File: src/rtl/dp_pkg.sv
// Shared types for the Simple RISC Machine control path: FSM states,
// instruction encodings, writeback-select codes and the control word.
package dp_pkg;

  typedef enum logic [2:0] {
    WAIT, DECODE, GET_A, GET_B, EXEC, WR_REG, WR_IMM
  } state_t;

  typedef enum logic [1:0] {
    VSEL_C, VSEL_PC, VSEL_IMM8, VSEL_MDATA
  } vsel_t;

  localparam logic [2:0] OPC_MOV    = 3'b110;
  localparam logic [2:0] OPC_ALU    = 3'b101;
  localparam logic [1:0] OP_MOV_IMM = 2'b10;
  localparam logic [1:0] OP_MOV_SH  = 2'b00;
  localparam logic [1:0] OP_ADD     = 2'b00;
  localparam logic [1:0] OP_CMP     = 2'b01;
  localparam logic [1:0] OP_AND     = 2'b10;
  localparam logic [1:0] OP_MVN     = 2'b11;

  typedef struct packed {
    logic       idle;
    logic [2:0] readnum;
    logic [2:0] writenum;
    logic       write;
    logic       loada;
    logic       loadb;
    logic       loadc;
    logic       loads;
    logic       asel;
    vsel_t      vsel;
    logic [1:0] aluop;
  } ctl_t;

  localparam ctl_t CTL_ZERO = '{idle: 1'b0, readnum: 3'd0, writenum: 3'd0,
                                write: 1'b0, loada: 1'b0, loadb: 1'b0,
                                loadc: 1'b0, loads: 1'b0, asel: 1'b0,
                                vsel: VSEL_C, aluop: 2'b00};

  localparam ctl_t CTL_IDLE = '{idle: 1'b1, readnum: 3'd0, writenum: 3'd0,
                                write: 1'b0, loada: 1'b0, loadb: 1'b0,
                                loadc: 1'b0, loads: 1'b0, asel: 1'b0,
                                vsel: VSEL_C, aluop: 2'b00};

  function automatic logic [15:0] sext8(input logic [7:0] imm);
    return {{8{imm[7]}}, imm};
  endfunction

endpackage

File: src/rtl/instr_decoder.sv
// Combinational instruction decoder: splits the IR into register/shift fields,
// sign-extends the 8-bit immediate and classifies the instruction (one-hot).
module instr_decoder
  import dp_pkg::*;
(
  input  logic [15:0] i_ir,
  output logic [1:0]  o_op,
  output logic [2:0]  o_rn,
  output logic [2:0]  o_rd,
  output logic [2:0]  o_rm,
  output logic [1:0]  o_sh,
  output logic [15:0] o_sximm8,
  output logic        o_mov_imm,
  output logic        o_mov_sh,
  output logic        o_add,
  output logic        o_cmp,
  output logic        o_and,
  output logic        o_mvn,
  output logic        o_illegal
);

  logic [2:0] w_opcode;
  logic       w_is_mov;
  logic       w_is_alu;

  assign w_opcode = i_ir[15:13];
  assign o_op     = i_ir[12:11];
  assign o_rn     = i_ir[10:8];
  assign o_rd     = i_ir[7:5];
  assign o_sh     = i_ir[4:3];
  assign o_rm     = i_ir[2:0];
  assign o_sximm8 = sext8(i_ir[7:0]);

  assign w_is_mov = (w_opcode == OPC_MOV);
  assign w_is_alu = (w_opcode == OPC_ALU);

  assign o_mov_imm = w_is_mov && (o_op == OP_MOV_IMM);
  assign o_mov_sh  = w_is_mov && (o_op == OP_MOV_SH);
  assign o_add     = w_is_alu && (o_op == OP_ADD);
  assign o_cmp     = w_is_alu && (o_op == OP_CMP);
  assign o_and     = w_is_alu && (o_op == OP_AND);
  assign o_mvn     = w_is_alu && (o_op == OP_MVN);

  // MOV with op 01/11 and every other opcode have no defined behaviour
  assign o_illegal = ~(o_mov_imm | o_mov_sh | w_is_alu);

endmodule

File: src/rtl/dp_sequencer.sv
// Instruction register and multi-cycle control FSM for the Simple RISC Machine
// datapath; outputs are registered Moore decodes of the FSM state.
module dp_sequencer
  import dp_pkg::*;
(
  input  logic        clk,
  input  logic        reset,
  input  logic [15:0] in,
  input  logic        load,
  input  logic        s,
  output logic [2:0]  readnum,
  output logic [2:0]  writenum,
  output logic        write,
  output logic        loada,
  output logic        loadb,
  output logic        loadc,
  output logic        loads,
  output logic        asel,
  output logic        bsel,
  output logic [1:0]  vsel,
  output logic [1:0]  shift,
  output logic [1:0]  ALUop,
  output logic [15:0] sximm8,
  output logic        w,
  output logic        illegal
);

  state_t      r_state;
  state_t      w_nxt;
  logic [15:0] r_ir;
  logic        r_illegal;
  ctl_t        r_ctl;
  ctl_t        w_ctl_nxt;

  logic [1:0]  w_op;
  logic [2:0]  w_rn;
  logic [2:0]  w_rd;
  logic [2:0]  w_rm;
  logic [1:0]  w_sh;
  logic [15:0] w_sximm8;
  logic        w_mov_imm;
  logic        w_mov_sh;
  logic        w_add;
  logic        w_cmp;
  logic        w_and;
  logic        w_mvn;
  logic        w_illegal;

  instr_decoder u_dec (
    .i_ir      (r_ir),
    .o_op      (w_op),
    .o_rn      (w_rn),
    .o_rd      (w_rd),
    .o_rm      (w_rm),
    .o_sh      (w_sh),
    .o_sximm8  (w_sximm8),
    .o_mov_imm (w_mov_imm),
    .o_mov_sh  (w_mov_sh),
    .o_add     (w_add),
    .o_cmp     (w_cmp),
    .o_and     (w_and),
    .o_mvn     (w_mvn),
    .o_illegal (w_illegal)
  );

  always_comb begin
    w_nxt = r_state;
    case (r_state)
      WAIT:   if (s) w_nxt = DECODE;
      DECODE: begin
        if (w_mov_imm)                   w_nxt = WR_IMM;
        else if (w_add || w_cmp || w_and) w_nxt = GET_A;
        else if (w_mov_sh || w_mvn)      w_nxt = GET_B;
        else                             w_nxt = WAIT;
      end
      GET_A:  w_nxt = GET_B;
      GET_B:  w_nxt = EXEC;
      EXEC:   w_nxt = w_cmp ? WAIT : WR_REG;
      WR_REG: w_nxt = WAIT;
      WR_IMM: w_nxt = WAIT;
      default: w_nxt = WAIT;
    endcase
  end

  // Outputs for the state being entered. Using the current IR decode is safe:
  // the IR only changes on entry to WAIT/DECODE, whose outputs ignore it.
  always_comb begin
    w_ctl_nxt = CTL_ZERO;
    case (w_nxt)
      WAIT:   w_ctl_nxt.idle = 1'b1;
      GET_A: begin
        w_ctl_nxt.readnum = w_rn;
        w_ctl_nxt.loada   = 1'b1;
      end
      GET_B: begin
        w_ctl_nxt.readnum = w_rm;
        w_ctl_nxt.loadb   = 1'b1;
      end
      EXEC: begin
        w_ctl_nxt.aluop = w_mov_sh ? 2'b00 : w_op;
        w_ctl_nxt.asel  = w_mov_sh;
        w_ctl_nxt.loads = w_cmp;
        w_ctl_nxt.loadc = ~w_cmp;
      end
      WR_REG: begin
        w_ctl_nxt.writenum = w_rd;
        w_ctl_nxt.vsel     = VSEL_C;
        w_ctl_nxt.write    = 1'b1;
      end
      WR_IMM: begin
        w_ctl_nxt.writenum = w_rn;
        w_ctl_nxt.vsel     = VSEL_IMM8;
        w_ctl_nxt.write    = 1'b1;
      end
      default: w_ctl_nxt = CTL_ZERO;
    endcase
  end

  always_ff @(posedge clk) begin
    if (!reset) begin
      r_state   <= WAIT;
      r_ir      <= '0;
      r_illegal <= 1'b0;
      r_ctl     <= CTL_IDLE;
    end else begin
      r_state <= w_nxt;
      r_ctl   <= w_ctl_nxt;
      if (r_state == WAIT && load) r_ir <= in;
      if (r_state == DECODE) r_illegal <= w_illegal;
    end
  end

  // Strobes are gated by reset so an in-flight instruction cannot write
  // during the reset cycle.
  assign write    = r_ctl.write & reset;
  assign loada    = r_ctl.loada & reset;
  assign loadb    = r_ctl.loadb & reset;
  assign loadc    = r_ctl.loadc & reset;
  assign loads    = r_ctl.loads & reset;
  assign readnum  = r_ctl.readnum;
  assign writenum = r_ctl.writenum;
  assign asel     = r_ctl.asel;
  assign bsel     = 1'b0;
  assign vsel     = r_ctl.vsel;
  assign ALUop    = r_ctl.aluop;
  assign w        = r_ctl.idle;
  assign shift    = w_sh;
  assign sximm8   = w_sximm8;
  assign illegal  = r_illegal;

endmodule

File: config.mk
export PLATFORM = sky130hd
export DESIGN_NAME = dp_sequencer
export DESIGN_NICKNAME = d
export VERILOG_FILES = /design/src/rtl/dp_pkg.sv /design/src/rtl/instr_decoder.sv /design/src/rtl/dp_sequencer.sv
export SDC_FILE = /design/constraint.sdc
export NUM_CORES = 1
export LEC_CHECK = 0
export ABC_AREA = 1
export CAP_MARGIN = 20
export CELL_PAD_IN_SITES_DETAIL_PLACEMENT = 1
export CELL_PAD_IN_SITES_GLOBAL_PLACEMENT = 1
export CORE_MARGIN = 5
export CORE_UTILIZATION = 34
export CTS_CLUSTER_DIAMETER = 30
export DETAILED_ROUTE_END_ITERATION = 8
export HOLD_SLACK_MARGIN = 0.12
export PLACE_DENSITY_LB_ADDON = 0.08
export SLEW_MARGIN = 10
export SYNTH_ARGS = -nofsm -noshare
export SYNTH_HDL_FRONTEND = slang
export SYNTH_SLANG_ARGS = --single-unit
File: constraint.sdc
create_clock -name clk -period 2.6 [get_ports clk]
set_input_delay 0.65 -clock clk [delete_from_list [all_inputs] [get_ports clk]]
set_output_delay 0.65 -clock clk [all_outputs]
set_load 0.01 [all_outputs]
* After elaboration in Yosys (flattened, before gate mapping)
Index checks and enable logic that the tools add are counted.
Storage, ports and cells: memories kept 0, bits in registers 37, memory bits (read-only) 0, logic and storage cells 66, output and inout bits 37, bits in latches 0, memory bits (writable) 0
Operators by class: eq/ne operators 14, shift operators 0, bitwise operators 11, multipliers 0, divide/modulo/power cells 0, reductions and logical operators 15, mux-type cells 12, order comparisons 0, add/subtract/negate cells 0
Operators by type and width (count):
- equality test 3 bit (second input constant) | 6
- one-hot mux 3 bit (5 select lines) | 1
- equality test 3 x 2 -> 1 bit (second input constant) | 4
- two-way mux 3 bit | 3
- one-hot mux 4 bit (2 select lines) | 1
- logical AND 1 bit | 7
- zero test 3 bit | 2
- two-way mux 2 bit | 3
- one-hot mux 3 bit (2 select lines) | 1
- AND 1 bit | 5
- equality test 2 bit (second input constant) | 2
- inverter 1 bit | 4
- equality test 3 x 1 -> 1 bit (second input constant) | 1
- logical OR 1 bit | 3
- two-way mux 1 bit | 3
- OR reduction 3 bit | 1
- equality test 2 x 1 -> 1 bit (second input constant) | 1
- zero test 2 bit | 1
- OR 1 bit | 2
- AND reduction 2 bit | 1

* Longest topological paths before layout
word-level depth 10, mapped depth 10, depth with buffers taken out 10

* Hierarchy
Synthesis repeated with hierarchy kept, for this count alone.
Second synthesis, totals: cells, all modules 241, area, all modules 1766.7 µm²
Modules (own cells, without submodules):
- dp_sequencer | instances 1, area each 1456.4 µm², cells each 191
- instr_decoder | instances 1, area each 310.3 µm², cells each 50

* Worst setup path before layout
Ideal clock, no wire load.
kind input port to output port, start input port reset, end output port loada, path slack 0.918 ns, data arrival time 1.032 ns, stages 3, path buffers 1, cell sequence clkbuf_1 -> nand2_1 -> inv_1
On the way: word-level cells in the longest chain between the ends 1
RTL lines:
- from (decl) | RTL line dp_sequencer.sv:7 | input logic reset,
- AND 1 bit | RTL line dp_sequencer.sv:136 | assign loada = r_ctl.loada & reset;
- to (decl) | RTL line dp_sequencer.sv:14 | output logic loada,
Every way passes these cells.

* Worst setup path after layout
start input port reset, end output port loadc
On the way: word-level cells in the longest chain between the ends 1
RTL lines:
- AND 1 bit | RTL line dp_sequencer.sv:138 | assign loadc = r_ctl.loadc & reset;
- to (decl) | RTL line dp_sequencer.sv:16 | output logic loadc,
Every way passes these cells.

==> impl_metrics.xml <==
<?xml version="1.0" encoding="UTF-8"?>
<metrics>
  <group name="status">
    <metric name="run_status" unit="">complete, no violations</metric>
  </group>
  <group name="clock_network">
    <metric name="cts_inserted_buffers" unit="">5</metric>
    <metric name="postCtsSetupRepairBufs" unit="">0</metric>
    <metric name="clk_latency" unit="ps">290</metric>
    <metric name="clock_tree.buffer_depth" unit="">2</metric>
    <metric name="worst_setup_hold_path_clk_slew" unit="ps">70</metric>
    <metric name="root_buffer" unit="">clkbuf_8</metric>
    <metric name="clkSinkCount" unit="">36</metric>
    <metric name="cts_tree" unit="">yes</metric>
    <metric name="h-tree-depth" unit="">2</metric>
  </group>
  <group name="yosys">
    <metric name="syn_inst" unit="">210</metric>
    <metric name="yosysSeqAreaShare" unit="">0.434</metric>
    <metric name="synth.yosys.warnings" unit="">0</metric>
    <metric name="netlist_area" unit="mm²">0.00166</metric>
    <metric name="syn-mean-instance-area" unit="µm²">7.91</metric>
    <metric name="synth.ff_latch_count" unit="">36</metric>
    <metric name="post_synth_num_cell_types" unit="">26</metric>
  </group>
  <group name="global_routing">
    <metric name="pin_count_of_the_biggest_net_entering_global_routing" unit="">19</metric>
    <metric name="number_of_global_route_vias_before_repair" unit="">1416</metric>
    <metric name="grt_first_pass_wirelength" unit="µm">6450</metric>
    <metric name="global_route.overflow_total" unit="">0</metric>
    <metric name="antenna_found_initial" unit="">0</metric>
    <metric name="global_route.usage.total" unit="">0.132</metric>
  </group>
  <group name="placed_design">
    <metric name="gp_congestion" unit="">0.857</metric>
    <metric name="numPlacedInstances" unit="">302</metric>
    <metric name="detailedPlace.worstSlack" unit="ps">-37.7</metric>
    <metric name="dp_hpwl" unit="µm">3170</metric>
    <metric name="port_buffers" unit="">54</metric>
  </group>
  <group name="worst_setup_path">
    <metric name="timing.rr.start" unit="">r_state[0]</metric>
    <metric name="critical_path.startpoint_type" unit="">input pin</metric>
    <metric name="critPathKind" unit="">in -&gt; out</metric>
    <metric name="crit_arrival" unit="ps">1690</metric>
    <metric name="crit_required" unit="ps">1950</metric>
    <metric name="critPathMaxFanout" unit="">7</metric>
    <metric name="end_kind" unit="">output pin</metric>
    <metric name="crit_chain" unit="">dlygate4sd2_1, nand2_1, inv_1, clkdlybuf4s50_1</metric>
    <metric name="worst_path_max_delay_cell" unit="">clkdlybuf4s50_1</metric>
    <metric name="crit_path_start" unit="">reset</metric>
    <metric name="worst_path_largest_cell_delay" unit="ps">530</metric>
  </group>
  <group name="route">
    <metric name="remaining_drc_errors" unit="">0</metric>
    <metric name="num_vias" unit="">1357</metric>
    <metric name="wl_per_cell" unit="µm">12.8</metric>
    <metric name="detail_route.wirelength" unit="µm">3970</metric>
    <metric name="post_drt_via_cell_ratio" unit="">4.38</metric>
    <metric name="detail-route-antenna-nets" unit="">0</metric>
    <metric name="drtIter0Drc" unit="">21</metric>
    <metric name="drt-pass1-iter-count" unit="">4</metric>
  </group>
  <group name="worst_hold_path">
    <metric name="hold_path.class" unit="">reg -&gt; reg</metric>
    <metric name="hp-start" unit="">r_ir[2]</metric>
  </group>
  <group name="power">
    <metric name="p_leak" unit="nW">0.902</metric>
    <metric name="largest_voltage_drop_on_the_vdd_net" unit="mV">0.272</metric>
    <metric name="power.density_cell_area" unit="mW/mm²">551</metric>
  </group>
  <group name="floorplanning">
    <metric name="core" unit="mm²">0.00472</metric>
    <metric name="io_pins" unit="">57</metric>
    <metric name="die_width" unit="µm">79.9</metric>
    <metric name="start_util" unit="">0.352</metric>
    <metric name="floorplan.rows" unit="">25</metric>
    <metric name="fp.dieArea" unit="mm²">0.00638</metric>
    <metric name="floorplan.die.height" unit="µm">79.9</metric>
  </group>
  <group name="job">
    <metric name="max_cap_viol_count" unit="">0</metric>
  </group>
  <group name="cells_and_area">
    <metric name="layout_common_cells" unit="">clkdlybuf4s50_1, dfxtp_1, inv_1</metric>
    <metric name="area_growth_syn_to_layout" unit="%">30.5</metric>
    <metric name="layout.nets" unit="">262</metric>
    <metric name="drive_gt1_frac" unit="">0.136</metric>
    <metric name="layout_filler_cell_count" unit="">583</metric>
    <metric name="layout.cells.most_common" unit="">clkdlybuf4s50_1</metric>
    <metric name="diodes" unit="">0</metric>
    <metric name="post_route_non_filler_standard_cell_count" unit="">310</metric>
  </group>
  <group name="sta">
    <metric name="setup_repair_after_global_routing_missed_its_margin" unit="">no</metric>
    <metric name="final_min_period_over_clock_period" unit="">0.899</metric>
    <metric name="finalClockSkew" unit="ps">5.95</metric>
    <metric name="setup_violations" unit="">0</metric>
    <metric name="drv_slew" unit="">0</metric>
    <metric name="max_freq" unit="MHz">428</metric>
    <metric name="hold_violations" unit="">0</metric>
    <metric name="worst_slack" unit="ps">262</metric>
    <metric name="final_period_minus_worst_setup_slack" unit="ps">2340</metric>
  </group>
</metrics>
report_power, final:
part / switching (mW) / leakage (nW) / internal, mW / total, mW
Combinational: 0.0917 / 0.562 / 0.0974 / 0.189
Sequential: 0.0205 / 0.295 / 0.578 / 0.599
Clock: 0.190 / 0.0455 / 0.216 / 0.407
area by class of cell:
cell class	count	area, µm²	share of cell area
clock buffers	8	90.1	0.0415
inverters	36	135	0.0623
well taps	67	83.8	0.0387
repair buffers	58	569	0.263
flip-flops and latches	36	721	0.332
multi-input cells	105	569	0.263
worst max-delay path: cells and delay by family:
family                 cells  cell delay, ps
AND/OR/NAND/NOR            1              90
buffers and inverters      3             950
cell families after synthesis:
kind of cell	after synthesis	share of synthesized area
buffers and inverters	70	0.226
AND/OR/NAND/NOR	58	0.185
AO/OA/AOI/OAI	45	0.153
flip-flops	36	0.434
other	1	0.00226
metal layers:
layer / vias up / track usage / routed length [µm] / part of all wire
met1: 630 / 0.145 / 1700 / 0.43
met4: 0 / 0.0608 / 69 / 0.017
met2: 35 / 0.230 / 2010 / 0.51
li1: 684 / - / - / -
met5: - / 0 / 0 / 0
met3: 8 / 0.0395 / 184 / 0.046
sequential cells by signal, summed over array words and instances, names as in the netlist:
signal / cells
asel: 1
w: 1
writenum: 3
r_ir: 16
readnum: 3
r_state: 3
ALUop: 2
vsel: 1
illegal: 1
r_ctl: 5
cell usage after synthesis (all sizes together):
cell type / instances / area (µm²)
dfxtp: 36 / 721
inv: 35 / 131
buf: 32 / 233
nand2: 29 / 134
a21oi: 22 / 133
o21ai: 19 / 95.1
nor2: 18 / 96.3
nand3: 6 / 40.0
nor3: 3 / 25.0
o22ai: 3 / 18.8
clkbuf: 2 / 7.51
nand4: 2 / 12.5
clkinv: 1 / 3.75
conb: 1 / 3.75
o211ai: 1 / 7.51
stage by stage:
step / area [µm²] / utilization / hold slack [ps] / total power [mW] / setup TNS [ps]
finish: 2170 / 0.459 / 463 / 1.19 / 0
global route: 2170 / 0.459 / 497 / 1.26 / 0
CTS: 2170 / 0.459 / 469 / 1.21 / 0
detailed placement: 2080 / 0.440 / 458 / 0.805 / -133
global placement: 2080 / 0.440 / 442 / 0.797 / -53.7
floorplan: 1670 / - / 437 / 0.730 / 0
repair_timing:
| item | 4_1_cts | 5_1_grt |
|---|---|---|
| hold buffers | 0 | 0 |
| endpoints found under the setup margin | 5 | 0 |
| resized for setup | 1 | 0 |
worst paths after layout:
path	end	slack, ps	cells after the start
worst min register to register	r_ir[2]	460	2
worst max register to register	vsel[1]	1200	8
worst min-delay path	r_ir[2]	460	2
worst max-delay path	loadc	260	4
Note: power is estimated with default switching activity, not from simulation.
